==> src/rtl/soc_control_ext_if.sv <==
// Bus access types, write-resolution helper and the SoC memory-bus interface
// shared by soc_control_ext and its bus masters.
package soc_ctl_pkg;
   typedef enum logic [1:0] {
      ACC_MAIN   = 2'd0,
      ACC_SET    = 2'd1,
      ACC_CLEAR  = 2'd2,
      ACC_TOGGLE = 2'd3
   } reg_access_t;

   localparam int unsigned CLK_MAIN_DIVIDER = 8;

   // Resolves a bus write against the register's current value.
   function automatic logic [31:0] writeval(input reg_access_t acc,
                                            input logic [31:0] cur,
                                            input logic [31:0] wdata);
      case (acc)
         ACC_SET:    return cur | wdata;
         ACC_CLEAR:  return cur & ~wdata;
         ACC_TOGGLE: return cur ^ wdata;
         default:    return wdata;
      endcase
   endfunction
endpackage

interface SoC_MemBus;
   logic        req;
   logic        we;
   logic [31:0] addr;
   logic [31:0] wdata;
   logic [31:0] rdata;
   logic        rvalid;

   modport Slave  (input req, we, addr, wdata, output rdata, rvalid);
   modport Master (output req, we, addr, wdata, input rdata, rvalid);
endinterface

==> src/rtl/soc_control_ext.sv <==
// SoC controller: core halt/reset, stretched SoC reset, interrupt controller.
// Optional watchdog enabled by defining SOCCTL_WATCHDOG_EN.
module soc_control_ext
   import soc_ctl_pkg::*;
#(
   parameter int unsigned BUS_LATENCY = 1,
   parameter int unsigned NUM_INTS    = 32,
   parameter int unsigned RESET_HOLD  = 16
) (
   input  logic                clk,
   input  logic                res_n,
   output logic                core_halt,
   output logic                core_res,
   output logic                soc_res,
   output logic [15:0]         control_flags,
   output logic                irq,
   input  logic [NUM_INTS-1:0] int_triggers,
   SoC_MemBus.Slave            mem_bus
);

   localparam logic [7:0]  REG_CONTROL   = 8'd0;
   localparam logic [7:0]  REG_INT_EN    = 8'd1;
   localparam logic [7:0]  REG_INT_FLAGS = 8'd2;
   localparam logic [7:0]  REG_CLK_FREQ  = 8'd3;
   localparam logic [7:0]  REG_INT_MODE  = 8'd4;
   localparam logic [7:0]  REG_INT_ID    = 8'd5;
   localparam logic [7:0]  REG_WDT_LOAD  = 8'd6;
   localparam logic [7:0]  REG_WDT_COUNT = 8'd7;
   localparam logic [15:0] HOLD_INIT     = 16'(RESET_HOLD);
   localparam logic [31:0] CLK_FREQ      = 32'(800_000_000 / CLK_MAIN_DIVIDER);

   typedef logic [NUM_INTS-1:0] ivec_t;

   logic        ctl_halt, ctl_core_res, ctl_gie;
   logic [15:0] ctl_flags;
   logic [15:0] hold_cnt;
   ivec_t       int_en, int_flags, int_mode, trig_q, trig_qq;
   ivec_t       edge_set, w1c, flags_nxt, pend;
   logic [5:0]  int_id;

   logic        wdt_fired, wdt_expire;
   logic [15:0] wdt_load, wdt_count;

   logic [7:0]  reg_idx;
   reg_access_t acc;
   logic        wr, rd;
   logic [31:0] reg_val, wval;

   assign reg_idx = mem_bus.addr[11:4];
   assign acc     = reg_access_t'(mem_bus.addr[3:2]);
   assign wr      = mem_bus.req & mem_bus.we;
   assign rd      = mem_bus.req & ~mem_bus.we;
   assign wval    = writeval(acc, reg_val, mem_bus.wdata);

   logic wr_ctl, wr_en, wr_flags, wr_mode;
   assign wr_ctl   = wr && (reg_idx == REG_CONTROL);
   assign wr_en    = wr && (reg_idx == REG_INT_EN);
   assign wr_flags = wr && (reg_idx == REG_INT_FLAGS);
   assign wr_mode  = wr && (reg_idx == REG_INT_MODE);

   always_comb begin
      // NOTE: default first so every path assigns reg_val and no latch is inferred.
      reg_val = '0;
      case (reg_idx)
         REG_CONTROL:   reg_val = {ctl_flags, 11'd0, wdt_fired, ctl_gie, 1'b0,
                                   ctl_core_res, ctl_halt};
         REG_INT_EN:    reg_val = 32'(int_en);
         REG_INT_FLAGS: reg_val = 32'(int_flags);
         REG_CLK_FREQ:  reg_val = CLK_FREQ;
         REG_INT_MODE:  reg_val = 32'(int_mode);
         REG_INT_ID:    reg_val = {26'd0, int_id};
         REG_WDT_LOAD:  reg_val = {16'd0, wdt_load};
         REG_WDT_COUNT: reg_val = {16'd0, wdt_count};
         default:       reg_val = '0;
      endcase
   end

   // Edge sources are sticky with write-1-clear (a same-cycle edge wins);
   // level sources simply follow the first sync stage.
   always_comb begin
      edge_set  = trig_q & ~trig_qq;
      w1c       = wr_flags ? wval[NUM_INTS-1:0] : '0;
      flags_nxt = (int_mode & ((int_flags & ~w1c) | edge_set)) | (~int_mode & trig_q);
   end

   always_comb begin
      pend   = int_flags & int_en;
      int_id = '0;
      for (int i = int'(NUM_INTS) - 1; i >= 0; i--)
         if (pend[i]) int_id = 6'(i + 1);
   end

   always_ff @(posedge clk) begin
      // NOTE: non-blocking assignments only, so every register samples pre-edge values.
      if (!res_n) begin
         ctl_halt     <= 1'b0;
         ctl_core_res <= 1'b0;
         ctl_gie      <= 1'b1;
         ctl_flags    <= '0;
         int_en       <= '0;
         int_flags    <= '0;
         int_mode     <= '0;
         trig_q       <= '0;
         trig_qq      <= '0;
         hold_cnt     <= '0;
      end else begin
         trig_q    <= int_triggers;
         trig_qq   <= trig_q;
         int_flags <= flags_nxt;
         if (wr_ctl) begin
            ctl_halt     <= wval[0];
            ctl_core_res <= wval[1];
            ctl_gie      <= wval[3];
            ctl_flags    <= wval[31:16];
         end
         if (wr_en)   int_en   <= wval[NUM_INTS-1:0];
         if (wr_mode) int_mode <= wval[NUM_INTS-1:0];

         if ((wr_ctl && wval[2]) || wdt_expire) hold_cnt <= HOLD_INIT;
         else if (hold_cnt != 16'd0)            hold_cnt <= hold_cnt - 16'd1;

         // While the SoC reset is being stretched, the core-facing state is held
         // at reset values; flags, mode and watchdog config survive.
         if (hold_cnt != 16'd0) begin
            ctl_halt     <= 1'b0;
            ctl_core_res <= 1'b0;
            ctl_gie      <= 1'b1;
            int_en       <= '0;
            int_flags    <= '0;
         end
      end
   end

`ifdef SOCCTL_WATCHDOG_EN
   logic wr_load, wr_count, wdt_run;
   assign wr_load    = wr && (reg_idx == REG_WDT_LOAD);
   assign wr_count   = wr && (reg_idx == REG_WDT_COUNT);
   assign wdt_run    = (wdt_load != 16'd0) && !ctl_halt && (hold_cnt == 16'd0);
   assign wdt_expire = wdt_run && (wdt_count == 16'd1) && !wr_load && !wr_count;

   always_ff @(posedge clk) begin
      if (!res_n) begin
         wdt_load  <= '0;
         wdt_count <= '0;
         wdt_fired <= 1'b0;
      end else begin
         if (wr_ctl && wval[4]) wdt_fired <= 1'b0;
         if (wdt_expire)        wdt_fired <= 1'b1;
         if (wr_load) begin
            wdt_load  <= wval[15:0];
            wdt_count <= wval[15:0];
         end else if (wr_count || wdt_expire) begin
            wdt_count <= wdt_load;
         end else if (wdt_run && wdt_count != 16'd0) begin
            wdt_count <= wdt_count - 16'd1;
         end
      end
   end
`else
   assign wdt_expire = 1'b0;
   assign wdt_fired  = 1'b0;
   assign wdt_load   = '0;
   assign wdt_count  = '0;
`endif

   // Read path: the value is captured when the read is accepted and then
   // delayed so that rdata appears BUS_LATENCY cycles later.
   logic [31:0]            rd_pipe [BUS_LATENCY];
   logic [BUS_LATENCY-1:0] rv_pipe;

   always_ff @(posedge clk) begin
      // NOTE: only the valid bits are reset; data stages are qualified by them.
      if (!res_n) rv_pipe <= '0;
      else begin
         rv_pipe[0] <= rd;
         for (int i = int'(BUS_LATENCY) - 1; i > 0; i--) rv_pipe[i] <= rv_pipe[i-1];
      end
      rd_pipe[0] <= (acc == ACC_MAIN) ? reg_val : '0;
      for (int i = int'(BUS_LATENCY) - 1; i > 0; i--) rd_pipe[i] <= rd_pipe[i-1];
   end

   assign mem_bus.rdata  = rd_pipe[BUS_LATENCY-1];
   assign mem_bus.rvalid = rv_pipe[BUS_LATENCY-1];

   assign core_halt     = res_n & ctl_halt;
   assign core_res      = !res_n | ctl_core_res;
   assign soc_res       = !res_n | (hold_cnt != 16'd0);
   assign control_flags = res_n ? ctl_flags : 16'd0;
   assign irq           = res_n & ctl_gie & (|(int_flags & int_en));

   logic unused_bits;
   assign unused_bits = ^{mem_bus.addr[31:12], mem_bus.addr[1:0], wval};

endmodule

==> src/flat_wrapper.sv <==
// flat-port wrapper written by rule: the top's interface ports become plain ports
module soc_control_ext_flat import soc_ctl_pkg::*;
#(
   parameter int unsigned BUS_LATENCY = 1,
   parameter int unsigned NUM_INTS    = 32,
   parameter int unsigned RESET_HOLD  = 16
)
  (clk, res_n, core_halt, core_res, soc_res, control_flags, irq, int_triggers, mem_bus_req, mem_bus_we, mem_bus_addr, mem_bus_wdata, mem_bus_rdata, mem_bus_rvalid);
  SoC_MemBus mem_bus_i ();
  input  logic clk;
  input  logic res_n;
  output logic core_halt;
  output logic core_res;
  output logic soc_res;
  output logic [15:0] control_flags;
  output logic irq;
  input  logic [NUM_INTS-1:0] int_triggers;
  input wire logic [$bits(mem_bus_i.req)-1:0] mem_bus_req;
  input wire logic [$bits(mem_bus_i.we)-1:0] mem_bus_we;
  input wire logic [$bits(mem_bus_i.addr)-1:0] mem_bus_addr;
  input wire logic [$bits(mem_bus_i.wdata)-1:0] mem_bus_wdata;
  output wire logic [$bits(mem_bus_i.rdata)-1:0] mem_bus_rdata;
  output wire logic [$bits(mem_bus_i.rvalid)-1:0] mem_bus_rvalid;
  assign mem_bus_i.req = mem_bus_req;
  assign mem_bus_i.we = mem_bus_we;
  assign mem_bus_i.addr = mem_bus_addr;
  assign mem_bus_i.wdata = mem_bus_wdata;
  assign mem_bus_rdata = mem_bus_i.rdata;
  assign mem_bus_rvalid = mem_bus_i.rvalid;
  soc_control_ext #(.BUS_LATENCY(BUS_LATENCY), .NUM_INTS(NUM_INTS), .RESET_HOLD(RESET_HOLD)) u_core (.clk(clk), .res_n(res_n), .core_halt(core_halt), .core_res(core_res), .soc_res(soc_res), .control_flags(control_flags), .irq(irq), .int_triggers(int_triggers), .mem_bus(mem_bus_i));
endmodule
==> config.mk <==
export PLATFORM = sky130hd
export DESIGN_NAME = soc_control_ext_flat
export DESIGN_NICKNAME = d
export VERILOG_FILES = /design/src/rtl/soc_control_ext_if.sv /design/src/rtl/soc_control_ext.sv /design/src/flat_wrapper.sv
export SDC_FILE = /design/constraint.sdc
export NUM_CORES = 1
export LEC_CHECK = 0
export CORE_UTILIZATION = 38
export DETAILED_ROUTE_END_ITERATION = 8
export DONT_BUFFER_PORTS = 1
export GPL_TIMING_DRIVEN = 0
export SLEW_MARGIN = 20
export SYNTH_ARGS = -nofsm -noshare
export SYNTH_HDL_FRONTEND = slang
export SYNTH_SLANG_ARGS = --single-unit
==> constraint.sdc <==
create_clock -name clk -period 3.1 [get_ports clk]
set_input_delay 0.62 -clock clk [delete_from_list [all_inputs] [get_ports clk]]
set_output_delay 0.62 -clock clk [all_outputs]
set_load 0.05 [all_outputs]
==> impl_summary.txt <==
----------------------------------------------------
[Critical path]
  Highest net fanout along the worst path ... 10
  Critical path data arrival time ... ~3.5 ns
  Worst Setup Start Kind ... input port
  Class of the most critical setup path ... input port to register
  Type of destination of the critical path ... register
  Critical path required time ... 3.56 ns

[Cells and area]
  # fillers ... around 2.8k
  Share of cells above drive strength 1 ... 0.1397
  Layout net count ... about 1.4k
  Synth-to-Final Area Change ... 16.20%
  Post-route standard cell area excluding fillers ... around 13000 µm²
  Final std cells w/o fill ... 1688

[Die]
  Standard cell core area ... approximately 29000 µm²
  Die X-Extent ... 172.5 µm
  IO Count ... 153
  Overall die height ... 172.5 µm
  Initial cell density of the core ... 0.3860
  Floorplan row count ... 62
  Die footprint ... 29770 µm²

[Place]
  Placer Congestion ... just over 0.9
  Cell Count Post-Placement ... roughly 1.6k
  HPWL reported at the end of detailed placement ... 24490 µm
  Placement Cell Area ... 11570 µm²
  Port buffer count ... 0

[Synthesis]
  Synth top cells by count ... 228 x sky130_fd_sc_hd__dfxtp_1, 223 x sky130_fd_sc_hd__nand2_1, 113 x sky130_fd_sc_hd__nor2_1
  Unique masters post-synth ... a little under 60
  Post-Syn Instances ... around 1.2k
  Mapped cell area ... between 10000 and 15000 µm²
  Number of synthesized register bits ... around 230
  Yosys top cell by area ... sky130_fd_sc_hd__dfxtp_1
  Top FF cell, synth ... sky130_fd_sc_hd__dfxtp_1
  Post-synthesis sequential area ratio ... 0.4130
  Most area-consuming cells after synthesis ... sky130_fd_sc_hd__dfxtp_1 41%, sky130_fd_sc_hd__nand2_1 7.6%, sky130_fd_sc_hd__ha_1 7.4%
  Post-Syn Nets ... between 1k and 1.5k
  Number of warnings issued by yosys ... 0
  Mean instance size in the synthesized netlist ... a little under 9 µm²
  Number of flops mapped to enable cells by yosys ... 0
  Most frequent cell after synthesis ... sky130_fd_sc_hd__dfxtp_1
  Share of flip-flops with an asynchronous set or reset ... 0
  Area share of the largest cell type after synthesis ... 0.4130

[Global route]
  Overall overflow remaining after global route ... 0
  Maximum number of pins on one net before global-route repair ... 14
  Vias in the first global route ... between 9k and 10k
  First-pass GRT wire length ... 53480 µm
  Overall fraction of global-route tracks in use ... 0.2336
  Antenna violations before repair ... 1

[Timing]
  Final min period ... roughly 3.0 ns
  Final-report setup violation count ... 0
  Unrepaired setup endpoints after global routing ... false
  Relative slew slack ... 0.3754
  Setup skew after layout ... ~0.012 ns
  Peak Freq ... between 300 and 400 MHz
  Count of endpoints failing hold in the final timing report ... 0
  Post-route fraction of the period consumed by the critical path ... 0.9760
  Number of max-slew violations in the final report ... 0
  Tightest Pin Transition ... about 0.94 ns

[Route]
  Remaining number of nets flagged by the antenna check after routing ... 0
  Via density per instance ... 5.473
  Number of design rule violations left after detail routing ... 0
  Number of design-rule violations left by the first detailed-router iteration ... 880
  Detailed-routing iteration count for the pre-antenna-repair pass ... 6
  Final routed wire length divided by cell count ... 20.71 µm
  Final wirelength ... 34960 µm
  Number of vias after detailed routing ... 9238

[Clock network]
  Clock transition time at the flip-flop clock pins of the worst setup and hold paths ... 0.06 ns
  CTS sink cnt ... about 230
  Maximum clock insertion buffer count ... 3
  Clock network latency to the later pin of the worst-skew pair ... around 0.54 ns
  H-tree lvl count ... 1
  Number of buffers created by CTS ... 27
  Clock tree root buffer cell ... sky130_fd_sc_hd__clkbuf_16
  Clock tree from TritonCTS ... yes
  Cts-stage hold buffer count ... 0

[Power]
  Maximum ir drop on the vdd rail ... roughly 420 µV
  Leakage Power ... 5.075 nW
  Power Dens Cells ... ~620 nW/µm²

[Job]
  Number of maximum-capacitance constraint violations ... 0

[Outcome]
  Outcome ... finished clean

[Min path]
  Worst min-delay path category ... input port to register

----------------------------------------------------
## what timing repair did
item | in CTS | in global routing
cloned | 0 | 1
gates resized for setup | 41 | 18
endpoints found under the hold margin | 0 | 0
pin swaps | 1 | 5
setup buffers | 6 | 6
endpoints found under the setup margin | 110 | 22
## registers in the layout, summed over array words and instances, names as in the netlist
signal,cells
u_core.int_en,32
u_core.trig_q,32
u_core.trig_qq,32
u_core.ctl_core_res,1
u_core.ctl_flags,16
u_core.rd_pipe,32
u_core.int_mode,32
u_core.mem_bus.rvalid,1
u_core.int_flags,32
u_core.ctl_halt,1
u_core.ctl_gie,1
u_core.hold_cnt,16
## power breakdown
part | switching [mW] | internal (mW)
Clock | 1.29 | 2.31
Sequential | 0.144 | 3.09
Combinational | 0.673 | 0.479
Total | 2.10 | 5.87
## per-stage QoR
step	TNS [ns]	total power, mW	hold slack [ns]	utilization	worst slack (ns)
floorplan	-0.2993	4.015	0.4305	-	-0.1156
global placement	-110.54	4.282	0.4421	0.4040	-1.373
detailed placement	-117.42	4.306	0.4487	0.4043	-1.422
CTS	0	7.978	0.1834	0.4454	0.003057
global route	0	8.318	0.1887	0.4485	0.009854
finish	0	7.976	0.2029	0.4486	0.07432
## kinds of logic (layout without fill, tap and decap cells)
kind of cell	after synthesis	in the layout	synth area share
muxes	63	63	0.09454
xor gates and xnor gates	12	12	0.009511
adders and majority gates	65	65	0.07360
AOI/OAI and AO/OA	213	213	0.1427
buffers and inverters	169	230	0.05933
and+or+nand+nor	492	492	0.2073
DFF	228	228	0.4130
other	0	1	0
## worst max-delay path, stage by stage
cell	delay (ns)
sky130_fd_sc_hd__nor4_4	0.44
sky130_fd_sc_hd__and4b_1	0.25
sky130_fd_sc_hd__clkbuf_1	0.30
sky130_fd_sc_hd__clkbuf_2	0.43
sky130_fd_sc_hd__a222oi_1	0.18
sky130_fd_sc_hd__buf_4	0.18
sky130_fd_sc_hd__ha_1	0.26
sky130_fd_sc_hd__mux4_2	0.53
sky130_fd_sc_hd__nand2_1	0.10
sky130_fd_sc_hd__a32oi_1	0.10
sky130_fd_sc_hd__nor2_1	0.09
## per-layer routing
layer	part of all wire	vias up	track usage
met5	0	-	0
met4	0.027	0	0.06994
met3	0.088	70	0.05409
met2	0.46	363	0.3787
met1	0.43	4473	0.3085
li1	-	4332	-
## cell type report
cell class	instances	area, µm²	area share
well taps	384	480.5	0.03742
clock buffers	33	758.2	0.05905
flip-flops and latches	228	4567	0.3556
repair buffers	13	101.3	0.007892
clock inverters	15	259.0	0.02017
multi-input cells	845	5974	0.4653
inverters	102	386.6	0.03011
plain buffers	67	311.5	0.02426
diodes	1	2.502	0.0001949
## cell usage in the layout, fill, tap and decap left out, types with 16 or more instances in the layout
cell type	netlist	routed
sky130_fd_sc_hd__and2_1	84	70
sky130_fd_sc_hd__a21boi_0	34	32
sky130_fd_sc_hd__a222oi_1	17	17
sky130_fd_sc_hd__buf_2	14	17
sky130_fd_sc_hd__a22oi_1	22	16
sky130_fd_sc_hd__mux4_2	32	32
sky130_fd_sc_hd__ha_1	65	64
sky130_fd_sc_hd__nor2_1	113	110
sky130_fd_sc_hd__clkbuf_1	43	35
sky130_fd_sc_hd__a32oi_1	34	34
sky130_fd_sc_hd__inv_1	102	100
sky130_fd_sc_hd__nor2b_1	19	19
sky130_fd_sc_hd__dfxtp_1	228	226
sky130_fd_sc_hd__mux2i_1	20	20
sky130_fd_sc_hd__a21oi_1	52	51
sky130_fd_sc_hd__clkbuf_16	0	27
sky130_fd_sc_hd__nand2_1	223	221
## path summary, 6_finish.rpt
| path | to | slack (ns) | start | cells past startpoint |
|---|---|---|---|---|
| min | u_core.trig_q[24] | 0.20 | int_triggers[24] | 1 |
| max reg2reg | u_core.hold_cnt[5] | 0.16 | u_core.int_flags[22] | 11 |
| min reg2reg | u_core.trig_qq[8] | 0.46 | u_core.trig_q[8] | 1 |
| max | u_core.int_flags[17] | 0.07 | mem_bus_addr[9] | 11 |
(Power assumes the default switching activity.)
